**src/rtl/regfile_wb_if.sv**
```systemverilog
// Bus bundle for regfile_wb: write-back port, two ID read ports, issue port
// and the pending-write count. master = pipeline side, slave = register file.
interface regfile_wb_if #(
  parameter int DATA_W = 32,
  parameter int ADDR_W = 5
);
  logic [ADDR_W-1:0] wb_wd;
  logic              wb_wreg;
  logic [DATA_W-1:0] wb_wdata;
  logic              re1;
  logic [ADDR_W-1:0] raddr1;
  logic [DATA_W-1:0] rdata1;
  logic              busy1;
  logic              re2;
  logic [ADDR_W-1:0] raddr2;
  logic [DATA_W-1:0] rdata2;
  logic              busy2;
  logic              iss_en;
  logic [ADDR_W-1:0] iss_wd;
  logic [ADDR_W:0]   pend_cnt;

  modport master (
    output wb_wd, wb_wreg, wb_wdata, re1, raddr1, re2, raddr2, iss_en, iss_wd,
    input  rdata1, busy1, rdata2, busy2, pend_cnt
  );

  modport slave (
    input  wb_wd, wb_wreg, wb_wdata, re1, raddr1, re2, raddr2, iss_en, iss_wd,
    output rdata1, busy1, rdata2, busy2, pend_cnt
  );
endinterface

```
**src/rtl/regfile_wb.sv**
```systemverilog
// Architectural register file with write-back port, two combinational read
// ports and a pending-write scoreboard. Define REGFILE_BYPASS_EN for forwarding.
module regfile_wb #(
  parameter int DATA_W = 32,
  parameter int ADDR_W = 5,
  parameter int NREGS  = 32
) (
  input logic         clk,
  input logic         rst,
  regfile_wb_if.slave bus
);

  logic [DATA_W-1:0] regs [NREGS];
  logic [NREGS-1:0]  busy;
  logic [NREGS-1:0]  busy_nxt;
  logic [ADDR_W:0]   cnt_q;
  logic [ADDR_W:0]   cnt_nxt;
  logic              wr_hit;
  logic              fwd1;
  logic              fwd2;

  assign wr_hit = bus.wb_wreg && (bus.wb_wd != '0);

  // The issue set is applied after the write-back clear so a same-address
  // collision leaves the bit owned by the newer instruction.
  always_comb begin
    // NOTE: every always_comb output gets a default first, so no path leaves it unassigned and infers a latch.
    busy_nxt = busy;
    if (wr_hit)
      busy_nxt[bus.wb_wd] = 1'b0;
    if (bus.iss_en && (bus.iss_wd != '0))
      busy_nxt[bus.iss_wd] = 1'b1;
    busy_nxt[0] = 1'b0;
    cnt_nxt = '0;
    for (int i = 0; i < NREGS; i++)
      cnt_nxt = cnt_nxt + {{ADDR_W{1'b0}}, busy_nxt[i]};
  end

  always_ff @(posedge clk or negedge rst) begin
    if (!rst) begin
      // NOTE: the array is reset because an asynchronous clear of every register is architecturally required; this keeps it in flops rather than RAM.
      for (int i = 0; i < NREGS; i++)
        regs[i] <= '0;
      busy  <= '0;
      cnt_q <= '0;
    end else begin
      // NOTE: sequential state uses non-blocking assignments so every flop samples pre-edge values.
      if (wr_hit)
        regs[bus.wb_wd] <= bus.wb_wdata;
      busy  <= busy_nxt;
      cnt_q <= cnt_nxt;
    end
  end

`ifdef REGFILE_BYPASS_EN
  assign fwd1 = bus.re1 && (bus.raddr1 != '0) && wr_hit && (bus.wb_wd == bus.raddr1);
  assign fwd2 = bus.re2 && (bus.raddr2 != '0) && wr_hit && (bus.wb_wd == bus.raddr2);
`else
  assign fwd1 = 1'b0;
  assign fwd2 = 1'b0;
`endif

  // Reads are forced to zero while reset is held, even if write-back is active.
  assign bus.rdata1 = (!rst || !bus.re1 || (bus.raddr1 == '0)) ? '0 :
                      fwd1 ? bus.wb_wdata : regs[bus.raddr1];
  assign bus.rdata2 = (!rst || !bus.re2 || (bus.raddr2 == '0)) ? '0 :
                      fwd2 ? bus.wb_wdata : regs[bus.raddr2];

  assign bus.busy1 = rst && bus.re1 && busy[bus.raddr1] && !fwd1;
  assign bus.busy2 = rst && bus.re2 && busy[bus.raddr2] && !fwd2;

  assign bus.pend_cnt = cnt_q;

endmodule

```
**src/flat_wrapper.sv**
```systemverilog
// flat-port wrapper written by rule: the top's interface ports become plain ports
module regfile_wb_flat 
#(
  parameter int DATA_W = 32,
  parameter int ADDR_W = 5,
  parameter int NREGS  = 32
)
  (clk, rst, bus_wb_wd, bus_wb_wreg, bus_wb_wdata, bus_re1, bus_raddr1, bus_re2, bus_raddr2, bus_iss_en, bus_iss_wd, bus_rdata1, bus_busy1, bus_rdata2, bus_busy2, bus_pend_cnt);
  regfile_wb_if #(.DATA_W(DATA_W), .ADDR_W(ADDR_W)) bus_i ();
  input logic clk;
  input logic rst;
  input wire logic [$bits(bus_i.wb_wd)-1:0] bus_wb_wd;
  input wire logic [$bits(bus_i.wb_wreg)-1:0] bus_wb_wreg;
  input wire logic [$bits(bus_i.wb_wdata)-1:0] bus_wb_wdata;
  input wire logic [$bits(bus_i.re1)-1:0] bus_re1;
  input wire logic [$bits(bus_i.raddr1)-1:0] bus_raddr1;
  input wire logic [$bits(bus_i.re2)-1:0] bus_re2;
  input wire logic [$bits(bus_i.raddr2)-1:0] bus_raddr2;
  input wire logic [$bits(bus_i.iss_en)-1:0] bus_iss_en;
  input wire logic [$bits(bus_i.iss_wd)-1:0] bus_iss_wd;
  output wire logic [$bits(bus_i.rdata1)-1:0] bus_rdata1;
  output wire logic [$bits(bus_i.busy1)-1:0] bus_busy1;
  output wire logic [$bits(bus_i.rdata2)-1:0] bus_rdata2;
  output wire logic [$bits(bus_i.busy2)-1:0] bus_busy2;
  output wire logic [$bits(bus_i.pend_cnt)-1:0] bus_pend_cnt;
  assign bus_i.wb_wd = bus_wb_wd;
  assign bus_i.wb_wreg = bus_wb_wreg;
  assign bus_i.wb_wdata = bus_wb_wdata;
  assign bus_i.re1 = bus_re1;
  assign bus_i.raddr1 = bus_raddr1;
  assign bus_i.re2 = bus_re2;
  assign bus_i.raddr2 = bus_raddr2;
  assign bus_i.iss_en = bus_iss_en;
  assign bus_i.iss_wd = bus_iss_wd;
  assign bus_rdata1 = bus_i.rdata1;
  assign bus_busy1 = bus_i.busy1;
  assign bus_rdata2 = bus_i.rdata2;
  assign bus_busy2 = bus_i.busy2;
  assign bus_pend_cnt = bus_i.pend_cnt;
  regfile_wb #(.DATA_W(DATA_W), .ADDR_W(ADDR_W), .NREGS(NREGS)) u_core (.clk(clk), .rst(rst), .bus(bus_i));
endmodule
```
**config.mk**
```make
export PLATFORM = sky130hd
export DESIGN_NAME = regfile_wb_flat
export DESIGN_NICKNAME = d
export VERILOG_FILES = /design/src/rtl/regfile_wb_if.sv /design/src/rtl/regfile_wb.sv /design/src/flat_wrapper.sv
export SDC_FILE = /design/constraint.sdc
export NUM_CORES = 2
export LEC_CHECK = 0
export BUFFER_PORTS_ARGS = -buffer_cell sky130_fd_sc_hd__buf_2
export CAP_MARGIN = 25
export CORE_MARGIN = 8
export CORE_UTILIZATION = 60
export DETAILED_ROUTE_END_ITERATION = 16
export PLACE_DENSITY = 0.81
export SETUP_SLACK_MARGIN = 0.5
export SYNTH_ARGS = -nofsm -noshare
export SYNTH_HDL_FRONTEND = slang
export SYNTH_SLANG_ARGS = --single-unit
```
**constraint.sdc**
```tcl
create_clock -name clk -period 10.2 [get_ports clk]
set_input_delay 2.04 -clock clk [delete_from_list [all_inputs] [get_ports clk]]
set_output_delay 2.04 -clock clk [all_outputs]
set_load 0.01 [all_outputs]
```
[Yosys cells after proc, flatten, opt, wreduce, memory -nomap -nowiden]
Index checks and enable logic that the tools add are counted.
Storage, ports and cells
  logic and storage cells: 121
  output and inout port bits: 72
  input bits: 58
  flip-flop bits (word level): 1061
Cells by class
  reductions and logical operators: 20
  bitwise gates (word level): 6
  $add $sub $neg: 30
  multiplexer cells: 21
  magnitude comparators: 10
Operators with widths (number)
  $bwmux 1024: 1
  $bmux 32 s5: 2
  $mux 32: 9
  $add 6x1->6: 29
  $demux 32 s5: 1
  $and 32x32->32: 1
  $not 32->32: 1
  $or 32x32->32: 1
  $lt 5x6->1 const B: 4
  $ge 6x6->1 const B: 3
  $not 5->6: 3
  $bmux 1 s5: 2
  $demux 1 s5: 2
  $ge 5x1->1 const B: 2
  $logic_not 5->1: 2
  $reduce_bool 5->1: 2
  $logic_and 1x1->1: 9
  $lt 6x1->1 const B: 1
  $logic_or 1x1->1: 4
  $mux 1: 4
  $logic_not 1->1: 3
  $add 1x1->2: 1

[Longest topological paths before layout]
  depth in word-level cells: 39
  mapped depth: 20
  mapped depth without buffers: 19

[Least setup slack after synthesis]
No wires, ideal clock.
  path kind: input to register
  start point: input bus_wb_wd[2]
  end point: register u_core.cnt_q[4], in the netlist u_core.bus.pend_cnt[4]
  arrival time: 7316 ps
  path buffers: 1
  library setup time: 80 ps
  stages on the path: 18
  path slack: 2804 ps
  cells stage by stage: nor3_1 nand2_1 clkbuf_1 a32o_1 ha_1 fa_1 fa_1 fa_1 fa_1 inv_1 fa_1 fa_1 inv_1 ha_1 fa_1 a21o_1 a21oi_1 xnor2_1
Between the ends
  cells in the longest elaborated chain, start to end: 39
RTL lines
  start, declared: line flat_wrapper.sv:12  | input wire logic [$bits(bus_i.wb_wd)-1:0] bus_wb_wd;
  $lt 5x6->1 (implied by the code) or $ge 5x1->1 (tied branches): line regfile_wb.sv:30  | busy_nxt[bus.wb_wd] = 1'b0;
  $logic_and 1x1->1 (implied by the code): line regfile_wb.sv:30
  $mux 1 (implied by the code): line regfile_wb.sv:30
  $demux 1 s5
  $not 32->32 (no source line)
  $and 32x32->32 (no source line)
  $mux 32 (*): line regfile_wb.sv:29  | if (wr_hit)
  $or 32x32->32 (no source line)
  $mux 32 (*): line regfile_wb.sv:31  | if (bus.iss_en && (bus.iss_wd != '0))
  named net u_core.busy_nxt[2]: line regfile_wb.sv:15  | logic [NREGS-1:0] busy_nxt;
  $add 1x1->2 (*): line regfile_wb.sv:36  | cnt_nxt = cnt_nxt + {{ADDR_W{1'b0}}, busy_nxt[i]};
  $add 6x1->6 (*) (29 in series): line regfile_wb.sv:36
  named net u_core.cnt_nxt[4]: line regfile_wb.sv:17  | logic [ADDR_W:0] cnt_nxt;
  end signal, assigned: line regfile_wb.sv:51  | cnt_q <= cnt_nxt;
  end, declared: line regfile_wb.sv:16  | logic [ADDR_W:0] cnt_q;
Mark *: on every way through the listed nets, which the timed path passes. The rest lies on a longest branch.
A chain may end at the register's enable or synchronous reset.

[Worst setup path in the final report]
  start point: input bus_wb_wd[2]
  end point: register u_core.cnt_q[4], in the netlist u_core.bus.pend_cnt[4]
Between the ends
  cells in the longest elaborated chain, start to end: 39
RTL lines (line)
  $lt 5x6->1 (implied by the code) or $ge 5x1->1 (tied branches): regfile_wb.sv:30
  $logic_and 1x1->1 (implied by the code): regfile_wb.sv:30
  $mux 1 (implied by the code): regfile_wb.sv:30
  $demux 1 s5
  $not 32->32 (no source line)
  $and 32x32->32 (no source line)
  $mux 32 (*): regfile_wb.sv:29
  $or 32x32->32 (no source line)
  $mux 32 (*): regfile_wb.sv:31
  $add 1x1->2: regfile_wb.sv:36
  $add 6x1->6 (28 in series): regfile_wb.sv:36
  $add 6x1->6 (*): regfile_wb.sv:36
  named net u_core.cnt_nxt[4]: regfile_wb.sv:17
Marked as above.

==> parameters.txt <==
Parameter                              Value

Run status
  Result of the run ... finished clean

Synthesis
  Number of distinct library cells after synthesis ... 54
  Count of synthesis-stage warnings from yosys ... 0
  Async set-or-reset flop fraction in the synthesized netlist ... 100.0%
  #FFs+latches synth ... approximately 1.1k
  Synthesized net count ... around 4.5k
  Post-synthesis xor/xnor area fraction ... 0.04538%
  Synth Area in Adders ... 0.9897%
  Count of flip-flops with a built-in enable after synthesis ... 0
  Synthesized-area fraction occupied by ao, oa, aoi and oai cells ... 4.674%
  Dominant synthesized flop cell ... sky130_fd_sc_hd__dfrtp_1
  Gate Count Post-Synth ... around 4.4k
  Sequential cell area fraction in the yosys report ... 45.86%
  Per-instance average area after synthesis ... 13.12 um2
  Main combinational cell family by area after synthesis ... multiplexers
  Multiplexer share of the synthesized area ... a little under two fifths
  Fraction of the mapped netlist area in simple logic gates ... approximately 6.4%
  Post-synth design cell area ... 57900 um2

Pwr
  Part of the total power dissipated in the clock network ... 31.6%
  Internal power contribution ... 9.591 mW
  Switching fraction of total power ... 29.73%
  P_sw ... about 4.1 mW
  Peak supply drop ... 0.4426 mV
  Combinational cell fraction of total power ... around 27%
  Sequential fraction of design power ... 41.6%
  Power per standard cell area ... roughly 220 nW/um2
  Leakage Power ... 28.45 nW

Setup path
  Register-to-register setup slack ... between 5 and 6 ns
  Startpoint of the worst register-to-register path ... u_core.busy[1]
  Worst Path Arrival ... ~8 ns
  Data required time at the worst endpoint ... approximately 11 ns
  Startpoint kind of the worst setup timing path ... primary input
  Capture instance of the worst register-to-register path ... u_core.bus.pend_cnt[4]
  Path type of the worst setup path ... in -> reg
  Endpoint kind of the worst setup timing path ... flop
  CP max FO ... 34
  Reg2Reg Depth ... 15

Timing
  Final Hold Viols ... 0
  Max-slew violation total from the final report ... 0
  Period minus WS final ... 7.375 ns
  Max Fclk ... 135.6 MHz
  Final worst path period share ... 72.30%
  Transition at the pin with the smallest max-transition slack ... 1.117 ns
  Post-Route Setup TNS ... 0 ns
  Max-Slew Margin vs Limit ... 25.52%
  Setup-failing EPs final ... 0
  Unrepaired setup endpoints after global routing ... false
  Fin Clk Skew ... roughly 0.0085 ns

Clock network
  Quantity of hold-fixing buffers added after cts ... 0
  Number of levels the H-tree was split into ... 3
  Count of clock tree sinks ... 1061
  Clock latency on the worst-skew pair ... 0.68 ns
  Clock input transition at the sequential cells of the worst setup and hold paths ... 0.06 ns
  Clock Tree Root ... sky130_fd_sc_hd__clkbuf_16
  Number of buffers inserted by post-CTS setup repair ... 0
  TritonCTS clock tree ... yes
  Number of cells upsized or downsized after cts ... 0
  Number of clock buffers inserted by TritonCTS ... 109
  CTS max path bufs ... 3

Job
  Max capacitance violation total ... 0

Detailed routing
  DRC ... 0
  First drt pass iteration count ... 6
  Final wirelength ... 185900 um
  DR vias/cell ... 7.319
  Initial DRC Count ... between 5k and 6k
  Number of nets with antenna violations after detailed routing ... 0
  Vias after detailed routing ... slightly above 40k
  Routed wire length per instance ... 32.98 um

Floorplan
  Full die area ... approximately 110000 um2
  Core ar. ... 96140 um2
  Die outline height ... 326.6 um
  Number of I/O pins ... 130
  Horizontal extent of the die ... 326.6 um
  Effective utilization at floorplan ... 60.23%
  Number of rows in the core area ... about 110

Min path
  Worst min-delay path category ... reg -> reg
  Hold path startpoint ... u_core.regs[1003]
  Cells on Worst Hold Path ... 0
  Endpoint, Worst Hold ... u_core.regs[1003]

Global routing
  Vias in the first global route ... 42.16k
  Global-route wire length before repair ... 275700 um
  Remaining Overflow, GRT ... 0
  Number of antenna violations at the first check in global routing ... 15
  Pin count of the biggest net entering global routing ... 153
  Global-route usage over all layers ... roughly 34%

Placement
  # port buffers ... 129
  Final RePlAce weighted congestion ... 0.9502
  DPL Wire Length ... 102100 um

Layout
  Area grow syn2layout ... 8.970%
  Register area ... 26550 um2
  Number of nets in the final layout ... approximately 4.3k
  Final design utilization ... 65.63%
  Total of fill cells in the finished design ... 6845
  Share of post-route cells with drive strength above 1 ... around 42%
  Multi-input logic area ... 29340 um2
==> worst max-delay path, cell delays in order <==
cell and delay (ns):
sky130_fd_sc_hd__buf_2 0.17, sky130_fd_sc_hd__nor3_1 0.58, sky130_fd_sc_hd__nor2b_1 0.30, sky130_fd_sc_hd__nand2_2 0.13, sky130_fd_sc_hd__buf_4 0.70, sky130_fd_sc_hd__a22oi_1 0.25
sky130_fd_sc_hd__fa_1 0.57, sky130_fd_sc_hd__inv_1 0.05, sky130_fd_sc_hd__fa_1 0.48, sky130_fd_sc_hd__fa_1 0.49, sky130_fd_sc_hd__inv_1 0.05, sky130_fd_sc_hd__fa_1 0.45
sky130_fd_sc_hd__fa_1 0.49, sky130_fd_sc_hd__inv_1 0.04, sky130_fd_sc_hd__ha_1 0.21, sky130_fd_sc_hd__fa_1 0.47, sky130_fd_sc_hd__a21o_1 0.19, sky130_fd_sc_hd__a21oi_1 0.17
sky130_fd_sc_hd__xnor2_1 0.13
==> kinds of logic after synthesis <==
logic type / Yosys count
multiplexers: 1733
flip-flops: 1061
AND/OR/NAND/NOR: 692
buffers and inverters: 526
AO/OA/AOI/OAI: 367
adder cells (fa/ha/maj): 32
XOR/XNOR: 3
==> cells in the final DEF (no fill, tap or decap), types with 11 or more instances in the layout <==
cell,instances
sky130_fd_sc_hd__nand3b_1,36
sky130_fd_sc_hd__a221oi_1,23
sky130_fd_sc_hd__nor2_1,11
sky130_fd_sc_hd__a211o_1,34
sky130_fd_sc_hd__clkbuf_8,35
sky130_fd_sc_hd__clkbuf_16,113
sky130_fd_sc_hd__clkbuf_1,22
sky130_fd_sc_hd__buf_4,88
sky130_fd_sc_hd__nand2_2,21
sky130_fd_sc_hd__mux2_2,1107
sky130_fd_sc_hd__mux2i_1,328
sky130_fd_sc_hd__bufinv_16,13
sky130_fd_sc_hd__a22oi_1,143
sky130_fd_sc_hd__clkinv_2,16
sky130_fd_sc_hd__mux4_2,265
sky130_fd_sc_hd__nor2b_1,24
sky130_fd_sc_hd__nor2_4,17
sky130_fd_sc_hd__and4_1,31
sky130_fd_sc_hd__nor3_1,35
sky130_fd_sc_hd__nand3_1,291
sky130_fd_sc_hd__inv_1,36
sky130_fd_sc_hd__a22o_1,18
sky130_fd_sc_hd__a21oi_1,12
sky130_fd_sc_hd__nand4_1,66
sky130_fd_sc_hd__o22ai_1,89
sky130_fd_sc_hd__buf_2,121
sky130_fd_sc_hd__nand2_1,120
sky130_fd_sc_hd__dfrtp_1,1061
sky130_fd_sc_hd__fa_1,23
sky130_fd_sc_hd__a211oi_1,25
sky130_fd_sc_hd__mux2_1,33
==> cell type report <==
| type | count | area share, % |
|---|---|---|
| well taps | 1276 | 2.530 |
| diodes | 9 | 0.03570 |
| inverters | 36 | 0.2142 |
| clock buffers | 168 | 5.333 |
| repair buffers | 223 | 2.427 |
| flip-flops and latches | 1061 | 42.08 |
| multi-input cells | 2827 | 46.51 |
| clock inverters | 37 | 0.8726 |
==> per-stage QoR <==
| stage | setup slack (ns) | hold slack, ns | total power, mW | area, um2 | cells |
|---|---|---|---|---|---|
| final | 2.825 | 0.3947 | 13.65 | 63090 | 5637 |
| after global routing | 2.616 | 0.4009 | 14.33 | 63080 | 5631 |
| after CTS | 2.840 | 0.3955 | 13.62 | 62990 | 5625 |
| after detailed placement | 2.219 | 0.3833 | 9.330 | 59070 | 5420 |
| after global placement | 2.222 | 0.3763 | 9.163 | 59070 | 5420 |
| after floorplan | 2.804 | 0.4413 | 8.372 | 57900 | 4414 |
==> worst max path at each step <==
| stage | endpoint | slack (ns) | from |
|---|---|---|---|
| 2_1_floorplan | u_core.bus.pend_cnt[4] | 2.80 | bus_wb_wd[2] |
| 3_3_place_gp | u_core.bus.pend_cnt[4] | 2.22 | bus_wb_wd[2] |
| 3_5_place_dp | u_core.bus.pend_cnt[4] | 2.22 | bus_wb_wd[2] |
| 4_1_cts | bus_rdata1[13] | 2.84 | bus_raddr1[0] |
| 5_1_grt | u_core.bus.pend_cnt[4] | 2.62 | bus_wb_wd[2] |
| 6_report | u_core.bus.pend_cnt[4] | 2.83 | bus_wb_wd[2] |
==> synth_stat cells, drive strengths merged, types with 3 or more instances <==
master / n / area [um2]
mux2: 1140 / 12840
dfrtp: 1061 / 26550
mux2i: 328 / 3283
nand3: 291 / 1456
mux4: 265 / 5968
clkbuf: 261 / 979.7
buf: 229 / 1145
a22oi: 143 / 1074
nand2: 141 / 541.8
o22ai: 89 / 556.8
nand4: 66 / 412.9
nand3b: 37 / 290.3
inv: 36 / 135.1
nor3: 35 / 175.2
a211o: 34 / 297.8
and4: 32 / 280.3
nor2b: 30 / 187.7
nor2: 28 / 107.6
a211oi: 25 / 187.7
a221oi: 23 / 201.4
fa: 23 / 460.4
a22o: 18 / 157.7
a21oi: 12 / 60.06
ha: 9 / 112.6
nand2b: 7 / 43.79
a31oi: 5 / 31.28
and2: 5 / 31.28
and3: 5 / 31.28
and3b: 5 / 43.79
o21ai: 5 / 25.02
nor3b: 4 / 45.05
a32o: 3 / 30.03
or2: 3 / 18.77
==> metal layers <==
metal	GRT usage, %	routed length [um]
met5	0	92
met4	19.47	12150
met1	44.35	69040
met3	10.33	22260
met2	51.07	82380
==> sequential cells by signal (all words and copies together) (netlist names) <==
register and cells:
u_core.bus.pend_cnt 6, u_core.regs 1024, u_core.busy 31
==> power by group through the flow <==
stage / Clock, mW / Combinational, mW / Sequential, mW
3_5_place_dp: 0 / 3.63 / 5.70
4_1_cts: 4.33 / 3.66 / 5.64
5_1_grt: 4.50 / 4.07 / 5.76
6_report: 4.31 / 3.66 / 5.68
2_1_floorplan: 0 / 2.86 / 5.51
3_3_place_gp: 0 / 3.54 / 5.63
Power figures use the tool's default switching activity.
